`src/rtl/dsp_seq_pkg.sv`:
```
// Shared types and constants for the DSP48A1 MAC sequencer: operation codes,
// slice OPMODE words, FSM states and the default slice latency.
package dsp_seq_pkg;

    typedef enum logic [1:0] {
        OpMul    = 2'b00,
        OpPremul = 2'b01,
        OpMacc   = 2'b10,
        OpMuladd = 2'b11
    } op_e;

    // OPMODE: bit7 post-sub, bit6 pre-sub, bit5 carryin, bit4 pre-add, 3:2 Z, 1:0 X
    localparam logic [7:0] OpmodeMul    = 8'b0000_0001;
    localparam logic [7:0] OpmodePremul = 8'b0001_0001;
    localparam logic [7:0] OpmodeMacc   = 8'b0000_1001;
    localparam logic [7:0] OpmodeMuladd = 8'b0000_1101;

    typedef enum logic [1:0] {
        StIdle,
        StSetup,
        StRun,
        StDrain
    } state_e;

    localparam int unsigned DefaultLat = 4;

    function automatic logic [7:0] opmode_of(op_e op);
        logic [7:0] opm;
        unique case (op)
            OpMul:    opm = OpmodeMul;
            OpPremul: opm = OpmodePremul;
            OpMacc:   opm = OpmodeMacc;
            OpMuladd: opm = OpmodeMuladd;
        endcase
        return opm;
    endfunction

endpackage

```
`src/rtl/dsp_mac_sequencer_if.sv`:
```
// Command and result bundle of the MAC sequencer; master issues commands,
// slave (the sequencer) accepts them and returns results without backpressure.
interface dsp_mac_sequencer_if;

    logic        cmd_valid;
    logic        cmd_ready;
    logic [1:0]  cmd_op;
    logic        cmd_last;
    logic [17:0] cmd_a;
    logic [17:0] cmd_b;
    logic [17:0] cmd_d;
    logic [47:0] cmd_c;
    logic        res_valid;
    logic [47:0] res_p;
    logic        res_carry;

    modport master (
        output cmd_valid, cmd_op, cmd_last, cmd_a, cmd_b, cmd_d, cmd_c,
        input  cmd_ready, res_valid, res_p, res_carry
    );

    modport slave (
        input  cmd_valid, cmd_op, cmd_last, cmd_a, cmd_b, cmd_d, cmd_c,
        output cmd_ready, res_valid, res_p, res_carry
    );

endinterface

```
`src/rtl/dsp_seq_valid_pipe.sv`:
```
// Token shift register aligned with the slice pipeline. Tracks result-bearing
// tokens and, separately, every accepted element for in-flight accounting.
module dsp_seq_valid_pipe #(
    parameter int unsigned Depth = 5
) (
    input  logic clk_i,
    input  logic rst_ni,
    input  logic push_i,
    input  logic token_i,
    output logic tok_exit_o,
    output logic elem_exit_o
);

    logic [Depth-1:0] tok_q, tok_d;
    logic [Depth-1:0] elem_q, elem_d;

    always_comb begin
        tok_d  = {tok_q[Depth-2:0], push_i & token_i};
        elem_d = {elem_q[Depth-2:0], push_i};
    end

    always_ff @(posedge clk_i or negedge rst_ni) begin
        if (!rst_ni) begin
            tok_q  <= '0;
            elem_q <= '0;
        end else begin
            tok_q  <= tok_d;
            elem_q <= elem_d;
        end
    end

    assign tok_exit_o  = tok_q[Depth-1];
    assign elem_exit_o = elem_q[Depth-1];

endmodule

```
`src/rtl/dsp_mac_sequencer.sv`:
```
// Command sequencer for one fully pipelined DSP48A1 slice. Optional performance
// counters (perf_ops, perf_stall) are built when SEQ_PERF_CNT_EN is defined.
module dsp_mac_sequencer
    import dsp_seq_pkg::*;
#(
    parameter int unsigned LAT = DefaultLat,
    parameter int unsigned CW  = 3
) (
    input  logic               CLK,
    input  logic               RSTN,
    dsp_mac_sequencer_if.slave bus,
    output logic               busy,
    output logic [17:0]        dsp_a,
    output logic [17:0]        dsp_b,
    output logic [17:0]        dsp_d,
    output logic [47:0]        dsp_c,
    output logic [7:0]         dsp_opmode,
    output logic               dsp_carryin,
    output logic               dsp_ce,
    output logic               dsp_rst_pm,
    output logic               dsp_rst_all,
    input  logic [47:0]        dsp_p,
    input  logic               dsp_carryout
`ifdef SEQ_PERF_CNT_EN
    ,
    output logic [31:0]        perf_ops,
    output logic [31:0]        perf_stall
`endif
);

    state_e        state_q, state_d;
    op_e           cur_op_q, cur_op_d;
    logic          macc_done_q, macc_done_d;
    logic [CW-1:0] inflight_q, inflight_d;
    logic [17:0]   dsp_a_q, dsp_a_d;
    logic [17:0]   dsp_b_q, dsp_b_d;
    logic [17:0]   dsp_d_q, dsp_d_d;
    logic [47:0]   dsp_c_q, dsp_c_d;
    logic [7:0]    dsp_opmode_q, dsp_opmode_d;
    logic          dsp_ce_q, dsp_ce_d;
    logic          dsp_rst_pm_q, dsp_rst_pm_d;
    logic          dsp_rst_all_q, dsp_rst_all_d;
    logic          res_valid_q, res_valid_d;
    logic [47:0]   res_p_q, res_p_d;
    logic          res_carry_q, res_carry_d;

    op_e  cmd_op;
    logic accept;
    logic token;
    logic tok_exit;
    logic elem_exit;
    logic start_setup;

    assign cmd_op = op_e'(bus.cmd_op);
    assign accept = (state_q == StRun) && bus.cmd_valid && (cmd_op == cur_op_q) && !macc_done_q;
    // MACC partial sums are never reported; only the closing element yields a result.
    assign token  = (cur_op_q != OpMacc) || bus.cmd_last;

    dsp_seq_valid_pipe #(
        .Depth (LAT + 1)
    ) u_valid_pipe (
        .clk_i       (CLK),
        .rst_ni      (RSTN),
        .push_i      (accept),
        .token_i     (token),
        .tok_exit_o  (tok_exit),
        .elem_exit_o (elem_exit)
    );

    always_comb begin
        state_d       = state_q;
        cur_op_d      = cur_op_q;
        macc_done_d   = macc_done_q;
        inflight_d    = inflight_q + CW'(accept) - CW'(elem_exit);
        dsp_a_d       = '0;
        dsp_b_d       = '0;
        dsp_d_d       = '0;
        dsp_c_d       = '0;
        dsp_opmode_d  = dsp_opmode_q;
        dsp_ce_d      = dsp_ce_q;
        dsp_rst_pm_d  = 1'b0;
        dsp_rst_all_d = 1'b0;
        res_valid_d   = tok_exit;
        res_p_d       = tok_exit ? dsp_p : res_p_q;
        res_carry_d   = tok_exit ? dsp_carryout : res_carry_q;
        start_setup   = 1'b0;

        unique case (state_q)
            StIdle: begin
                if (bus.cmd_valid) begin
                    start_setup = 1'b1;
                end
            end
            StSetup: begin
                state_d = StRun;
            end
            StRun: begin
                if (accept) begin
                    dsp_a_d = bus.cmd_a;
                    dsp_b_d = bus.cmd_b;
                    dsp_d_d = bus.cmd_d;
                    dsp_c_d = bus.cmd_c;
                    if (cur_op_q == OpMacc && bus.cmd_last) begin
                        macc_done_d = 1'b1;
                    end
                end
                if (macc_done_q || (bus.cmd_valid && cmd_op != cur_op_q)) begin
                    state_d = StDrain;
                end
            end
            StDrain: begin
                // OPMODE may only move once the slice pipeline is empty.
                if (inflight_q == '0) begin
                    macc_done_d = 1'b0;
                    if (bus.cmd_valid) begin
                        start_setup = 1'b1;
                    end else begin
                        state_d = StIdle;
                    end
                end
            end
        endcase

        if (start_setup) begin
            state_d      = StSetup;
            cur_op_d     = cmd_op;
            dsp_opmode_d = opmode_of(cmd_op);
            dsp_ce_d     = 1'b1;
            // Clearing M and P here starts every MACC burst from zero.
            dsp_rst_pm_d = (cmd_op == OpMacc);
        end
    end

    always_ff @(posedge CLK or negedge RSTN) begin
        if (!RSTN) begin
            state_q       <= StIdle;
            cur_op_q      <= OpMul;
            macc_done_q   <= 1'b0;
            inflight_q    <= '0;
            dsp_a_q       <= '0;
            dsp_b_q       <= '0;
            dsp_d_q       <= '0;
            dsp_c_q       <= '0;
            dsp_opmode_q  <= '0;
            dsp_ce_q      <= 1'b0;
            dsp_rst_pm_q  <= 1'b1;
            dsp_rst_all_q <= 1'b1;
            res_valid_q   <= 1'b0;
            res_p_q       <= '0;
            res_carry_q   <= 1'b0;
        end else begin
            state_q       <= state_d;
            cur_op_q      <= cur_op_d;
            macc_done_q   <= macc_done_d;
            inflight_q    <= inflight_d;
            dsp_a_q       <= dsp_a_d;
            dsp_b_q       <= dsp_b_d;
            dsp_d_q       <= dsp_d_d;
            dsp_c_q       <= dsp_c_d;
            dsp_opmode_q  <= dsp_opmode_d;
            dsp_ce_q      <= dsp_ce_d;
            dsp_rst_pm_q  <= dsp_rst_pm_d;
            dsp_rst_all_q <= dsp_rst_all_d;
            res_valid_q   <= res_valid_d;
            res_p_q       <= res_p_d;
            res_carry_q   <= res_carry_d;
        end
    end

    assign bus.cmd_ready = accept;
    assign bus.res_valid = res_valid_q;
    assign bus.res_p     = res_p_q;
    assign bus.res_carry = res_carry_q;

    assign busy        = (inflight_q != '0) || (state_q != StRun);
    assign dsp_a       = dsp_a_q;
    assign dsp_b       = dsp_b_q;
    assign dsp_d       = dsp_d_q;
    assign dsp_c       = dsp_c_q;
    assign dsp_opmode  = dsp_opmode_q;
    assign dsp_carryin = 1'b0;
    assign dsp_ce      = dsp_ce_q;
    assign dsp_rst_pm  = dsp_rst_pm_q;
    assign dsp_rst_all = dsp_rst_all_q;

`ifdef SEQ_PERF_CNT_EN
    logic [31:0] perf_ops_q, perf_ops_d;
    logic [31:0] perf_stall_q, perf_stall_d;

    always_comb begin
        perf_ops_d   = perf_ops_q;
        perf_stall_d = perf_stall_q;
        if (accept && perf_ops_q != '1) begin
            perf_ops_d = perf_ops_q + 32'd1;
        end
        if ((state_q == StSetup || state_q == StDrain) && perf_stall_q != '1) begin
            perf_stall_d = perf_stall_q + 32'd1;
        end
    end

    always_ff @(posedge CLK or negedge RSTN) begin
        if (!RSTN) begin
            perf_ops_q   <= '0;
            perf_stall_q <= '0;
        end else begin
            perf_ops_q   <= perf_ops_d;
            perf_stall_q <= perf_stall_d;
        end
    end

    assign perf_ops   = perf_ops_q;
    assign perf_stall = perf_stall_q;
`endif

endmodule

```
`src/flat_wrapper.sv`:
```
// flat-port wrapper written by rule: the top's interface ports become plain ports
module dsp_mac_sequencer_flat import dsp_seq_pkg::*;
#(
    parameter int unsigned LAT = DefaultLat,
    parameter int unsigned CW  = 3
)
  (CLK, RSTN, busy, dsp_a, dsp_b, dsp_d, dsp_c, dsp_opmode, dsp_carryin, dsp_ce, dsp_rst_pm, dsp_rst_all, dsp_p, dsp_carryout, bus_cmd_valid, bus_cmd_op, bus_cmd_last, bus_cmd_a, bus_cmd_b, bus_cmd_d, bus_cmd_c, bus_cmd_ready, bus_res_valid, bus_res_p, bus_res_carry);
  dsp_mac_sequencer_if bus_i ();
  input  logic CLK;
  input  logic RSTN;
  output logic busy;
  output logic [17:0] dsp_a;
  output logic [17:0] dsp_b;
  output logic [17:0] dsp_d;
  output logic [47:0] dsp_c;
  output logic [7:0] dsp_opmode;
  output logic dsp_carryin;
  output logic dsp_ce;
  output logic dsp_rst_pm;
  output logic dsp_rst_all;
  input  logic [47:0] dsp_p;
  input  logic dsp_carryout;
  input wire logic [$bits(bus_i.cmd_valid)-1:0] bus_cmd_valid;
  input wire logic [$bits(bus_i.cmd_op)-1:0] bus_cmd_op;
  input wire logic [$bits(bus_i.cmd_last)-1:0] bus_cmd_last;
  input wire logic [$bits(bus_i.cmd_a)-1:0] bus_cmd_a;
  input wire logic [$bits(bus_i.cmd_b)-1:0] bus_cmd_b;
  input wire logic [$bits(bus_i.cmd_d)-1:0] bus_cmd_d;
  input wire logic [$bits(bus_i.cmd_c)-1:0] bus_cmd_c;
  output wire logic [$bits(bus_i.cmd_ready)-1:0] bus_cmd_ready;
  output wire logic [$bits(bus_i.res_valid)-1:0] bus_res_valid;
  output wire logic [$bits(bus_i.res_p)-1:0] bus_res_p;
  output wire logic [$bits(bus_i.res_carry)-1:0] bus_res_carry;
  assign bus_i.cmd_valid = bus_cmd_valid;
  assign bus_i.cmd_op = bus_cmd_op;
  assign bus_i.cmd_last = bus_cmd_last;
  assign bus_i.cmd_a = bus_cmd_a;
  assign bus_i.cmd_b = bus_cmd_b;
  assign bus_i.cmd_d = bus_cmd_d;
  assign bus_i.cmd_c = bus_cmd_c;
  assign bus_cmd_ready = bus_i.cmd_ready;
  assign bus_res_valid = bus_i.res_valid;
  assign bus_res_p = bus_i.res_p;
  assign bus_res_carry = bus_i.res_carry;
  dsp_mac_sequencer #(.LAT(LAT), .CW(CW)) u_core (.CLK(CLK), .RSTN(RSTN), .bus(bus_i), .busy(busy), .dsp_a(dsp_a), .dsp_b(dsp_b), .dsp_d(dsp_d), .dsp_c(dsp_c), .dsp_opmode(dsp_opmode), .dsp_carryin(dsp_carryin), .dsp_ce(dsp_ce), .dsp_rst_pm(dsp_rst_pm), .dsp_rst_all(dsp_rst_all), .dsp_p(dsp_p), .dsp_carryout(dsp_carryout));
endmodule
```
`config.mk`:
```
export PLATFORM = sky130hd
export DESIGN_NAME = dsp_mac_sequencer_flat
export DESIGN_NICKNAME = d
export VERILOG_FILES = /design/src/rtl/dsp_seq_pkg.sv /design/src/rtl/dsp_mac_sequencer_if.sv /design/src/rtl/dsp_seq_valid_pipe.sv /design/src/rtl/dsp_mac_sequencer.sv /design/src/flat_wrapper.sv
export SDC_FILE = /design/constraint.sdc
export NUM_CORES = 1
export LEC_CHECK = 0
export ABC_AREA = 1
export ABC_CLOCK_PERIOD_IN_PS = 2400
export CORE_MARGIN = 5
export CORE_UTILIZATION = 34
export CTS_CLUSTER_SIZE = 16
export DETAILED_ROUTE_END_ITERATION = 12
export PLACE_DENSITY_LB_ADDON = 0.2
export SYNTH_ARGS = -nofsm -noshare
export SYNTH_HDL_FRONTEND = slang
export SYNTH_SLANG_ARGS = --single-unit
```
`constraint.sdc`:
```
create_clock -name CLK -period 2.4 [get_ports CLK]
set_input_delay 0.48 -clock CLK [delete_from_list [all_inputs] [get_ports CLK]]
set_output_delay 0.48 -clock CLK [all_outputs]
set_load 0.02 [all_outputs]
```
==> results.toml <==
[global_route]
antenna_found_initial = 1
grt_pass1_vias = 4718
overflow = 0
grt_max_degree = 68
grtUsageTotal_pct = 15.5
grt_first_pass_wirelength_um = 26400

[synthesis]
synth-xor-area-share_pct = 0.271
yosysWarnings = 0
synth_mux_area_share_pct = 8.54
synth-simple-area-share_pct = 11.3
synth_top_family_by_area = "simple AND/OR/NAND/NOR gates"
ys_ff_latch = 176
syn_inst = 537
synth_compound_area_share_pct = 0.271
yosys-top-cells-area = "dfrtp_1, mux2_2, inv_1, nor2_2, nor2_1"
yosysTopAreaCellShare_pct = 67.4
synth_top_cell_by_area = "dfrtp_1"
synth_area_um2 = 6460
synth.distinct_cells = 25
synth_adder_area_share_pct = 1.86
avgSynthCellArea_um2 = 12.0
yosysSeqAreaShare_pct = 68.2

[setup_path]
critical-path-max-stage-delay_ns = 0.40
cp_cell_sequence = "inv_2 > ha_4 > nand2_2 > nor2_4 > nand3_4 > ha_1 > inv_1 > ha_1 > fa_1 > xnor2_1 > xor2_1"
start_kind = "flip-flop"
cp.arrival_ns = 2.63
critPathKind = "flip-flop to flip-flop"
cpLargestDelayFamily = "adder cells"
crit_top_cell = "ha_1"
crit_buf_inv = 2
worstPathMaxFanout = 5
cpMaxStageDelayCell = "fa_1"
cp-end-kind = "flip-flop"
cp.required_ns = 2.75

[timing]
fin_setup_tns_ns = 0
finalHoldViolations = 0
fin_worst_skew_ns = 0.0109
setup_viol = 0
slew_viol_final = 0
holdWs_ns = 0.345
timing.fmax_mhz = 439
rsz0062_at_grt = "no"
period_share_pct = 95.0
period_minus_slack_ns = 2.28

[clock_network]
cts-buffers-inserted = 17
htreeDepth = 4
clockBufferDepth = 2
cts_root_buffer = "clkbuf_16"
cts_tree = "done"
clk_pin_slew_ns = 0.07
insertion_delay_ns = 0.42
cts.sinks = 176

[hold_path]
hold_path_class = "flip-flop to flip-flop"

[floorplanning]
dieArea_um2 = 21900
ioPinCount = 323
core_um2 = 18700
die_h_um = 148
row_count = 50
die_width_um = 148
initial_utilization_pct = 34.6

[final_layout]
fillCellCount = 1652
final_cell_mix = "clkdlybuf4s50_1, dfrtp_1, inv_1"
layout-drive-gt1-share_pct = 17.8
final_common_cell = "clkdlybuf4s50_1"
final_area_um2 = 10600
fin_nets = 1039
final_cells = 1121
area_delta_synth_final_pct = 63.3

[routing]
viasPerCell = 4.13
firstDrtPassIters = 4
drc = 0
num_vias = 4632
routed_wl_um = 16900
ant_nets = 0
drt-initial-drc-count = 120
wl_per_cell_um = 15.1

[run_status]
status = "complete, no violations"

[placement]
dpl.hpwl_um = 12500
place_area_um2 = 9960
place.gp.congestion = 0.837
port_buffers = 317
dp.cells = 1085

[power_and_ir_drop]
powerDensity_nw_per_um2 = 910
vdd_ir_drop_max_uv = 485
p_leak_uw = 0.00524

[job]
cap_violations = 0
## repair_timing
item                       in CTS  in global routing
hold endpoints to repair       26                  0
hold buffers                    1                  0
setup endpoints to repair       1                  2
resized for setup               4                  3
setup buffers                   0                  2
pin swaps                       0                  3
## worst reg2reg max path, cell delays in order, from the launching register on
cell     delay, ns
dfrtp_1       0.39
inv_2         0.09
ha_4          0.17
nand2_2       0.08
nor2_4        0.12
nand3_4       0.08
ha_1          0.28
inv_1         0.04
ha_1          0.20
fa_1          0.40
xnor2_1       0.19
xor2_1        0.15
## layer usage
| layer | vias to the layer above | part of all wire [%] | global-route usage [%] |
|---|---|---|---|
| met5 | - | 0 | 0 |
| met4 | 0 | 2.3 | 5.96 |
| met3 | 25 | 8.9 | 5.95 |
| met2 | 181 | 49 | 25.6 |
| met1 | 2190 | 39 | 18.6 |
| li1 | 2236 | - | - |
## worst paths after layout
path	start	endpoint	slack, ns	cells after the start
setup / recovery	u_core.state_q[0]	u_core.inflight_q[2]	0.12	11
hold reg to reg	u_core.u_valid_pipe.tok_q[1]	u_core.u_valid_pipe.tok_q[2]	0.34	0
min in group asynchronous	RSTN	u_core.dsp_c[39]	0.51	2
max in group asynchronous	RSTN	u_core.dsp_c[0]	1.22	3
hold / removal	u_core.u_valid_pipe.tok_q[1]	u_core.u_valid_pipe.tok_q[2]	0.34	0
setup reg to reg	u_core.state_q[0]	u_core.inflight_q[2]	0.12	11
## power by group
| part | internal (µW) | switching [µW] |
|---|---|---|
| clock | 1370 | 1260 |
| combinational | 1640 | 1520 |
| sequential | 3540 | 279 |
## logic make-up after synthesis
group           after synthesis
compound gates                3
xor+xnor                      2
fa+ha+maj                     9
buf+inv                     143
flops                       176
mux                          49
other cells                   1
simple gates                154
## flip-flops by register name (all words and copies together) (netlist names), 2 cells and up
signal / cells
u_core.dsp_c: 48
u_core.inflight_q: 3
u_core.dsp_opmode: 4
u_core.state_q: 2
u_core.dsp_a: 18
u_core.cur_op_q: 2
u_core.bus.res_p: 48
u_core.u_valid_pipe.tok_q: 5
u_core.u_valid_pipe.elem_q: 5
u_core.dsp_d: 18
u_core.dsp_b: 18
## through the flow
| stage | total power (µW) | setup slack, ns | utilization [%] |
|---|---|---|---|
| final | 9600 | 0.120 | 56.4 |
| after global routing | 10100 | 0.000631 | 56.4 |
| after CTS | 9710 | 0.0423 | 56.3 |
| after detailed placement | 7030 | -0.255 | 53.3 |
| after global placement | 6990 | -0.228 | 53.3 |
| after floorplan | 5420 | 0.00315 | - |
## cell type report
cell class	instances	area, µm²	area share, %
diodes	1	2.50	0.0237
clock buffers	18	429	4.07
clock inverters	14	130	1.23
inverters	121	454	4.30
multi-input cells	223	1490	14.1
flip-flops and latches	176	4410	41.8
well taps	234	293	2.77
repair buffers	334	3350	31.7
## cell usage after synthesis (all sizes together)
cell	instances
a21oi	1
buf	22
conb	1
dfrtp	174
dfstp	2
fa	1
ha	8
inv	121
mux2	49
nand2	31
nand3	8
nand4	2
nor2	111
nor3	1
o21ai	1
o21bai	1
or2	1
xnor2	1
xor2	1
(Power assumes the default switching activity.)
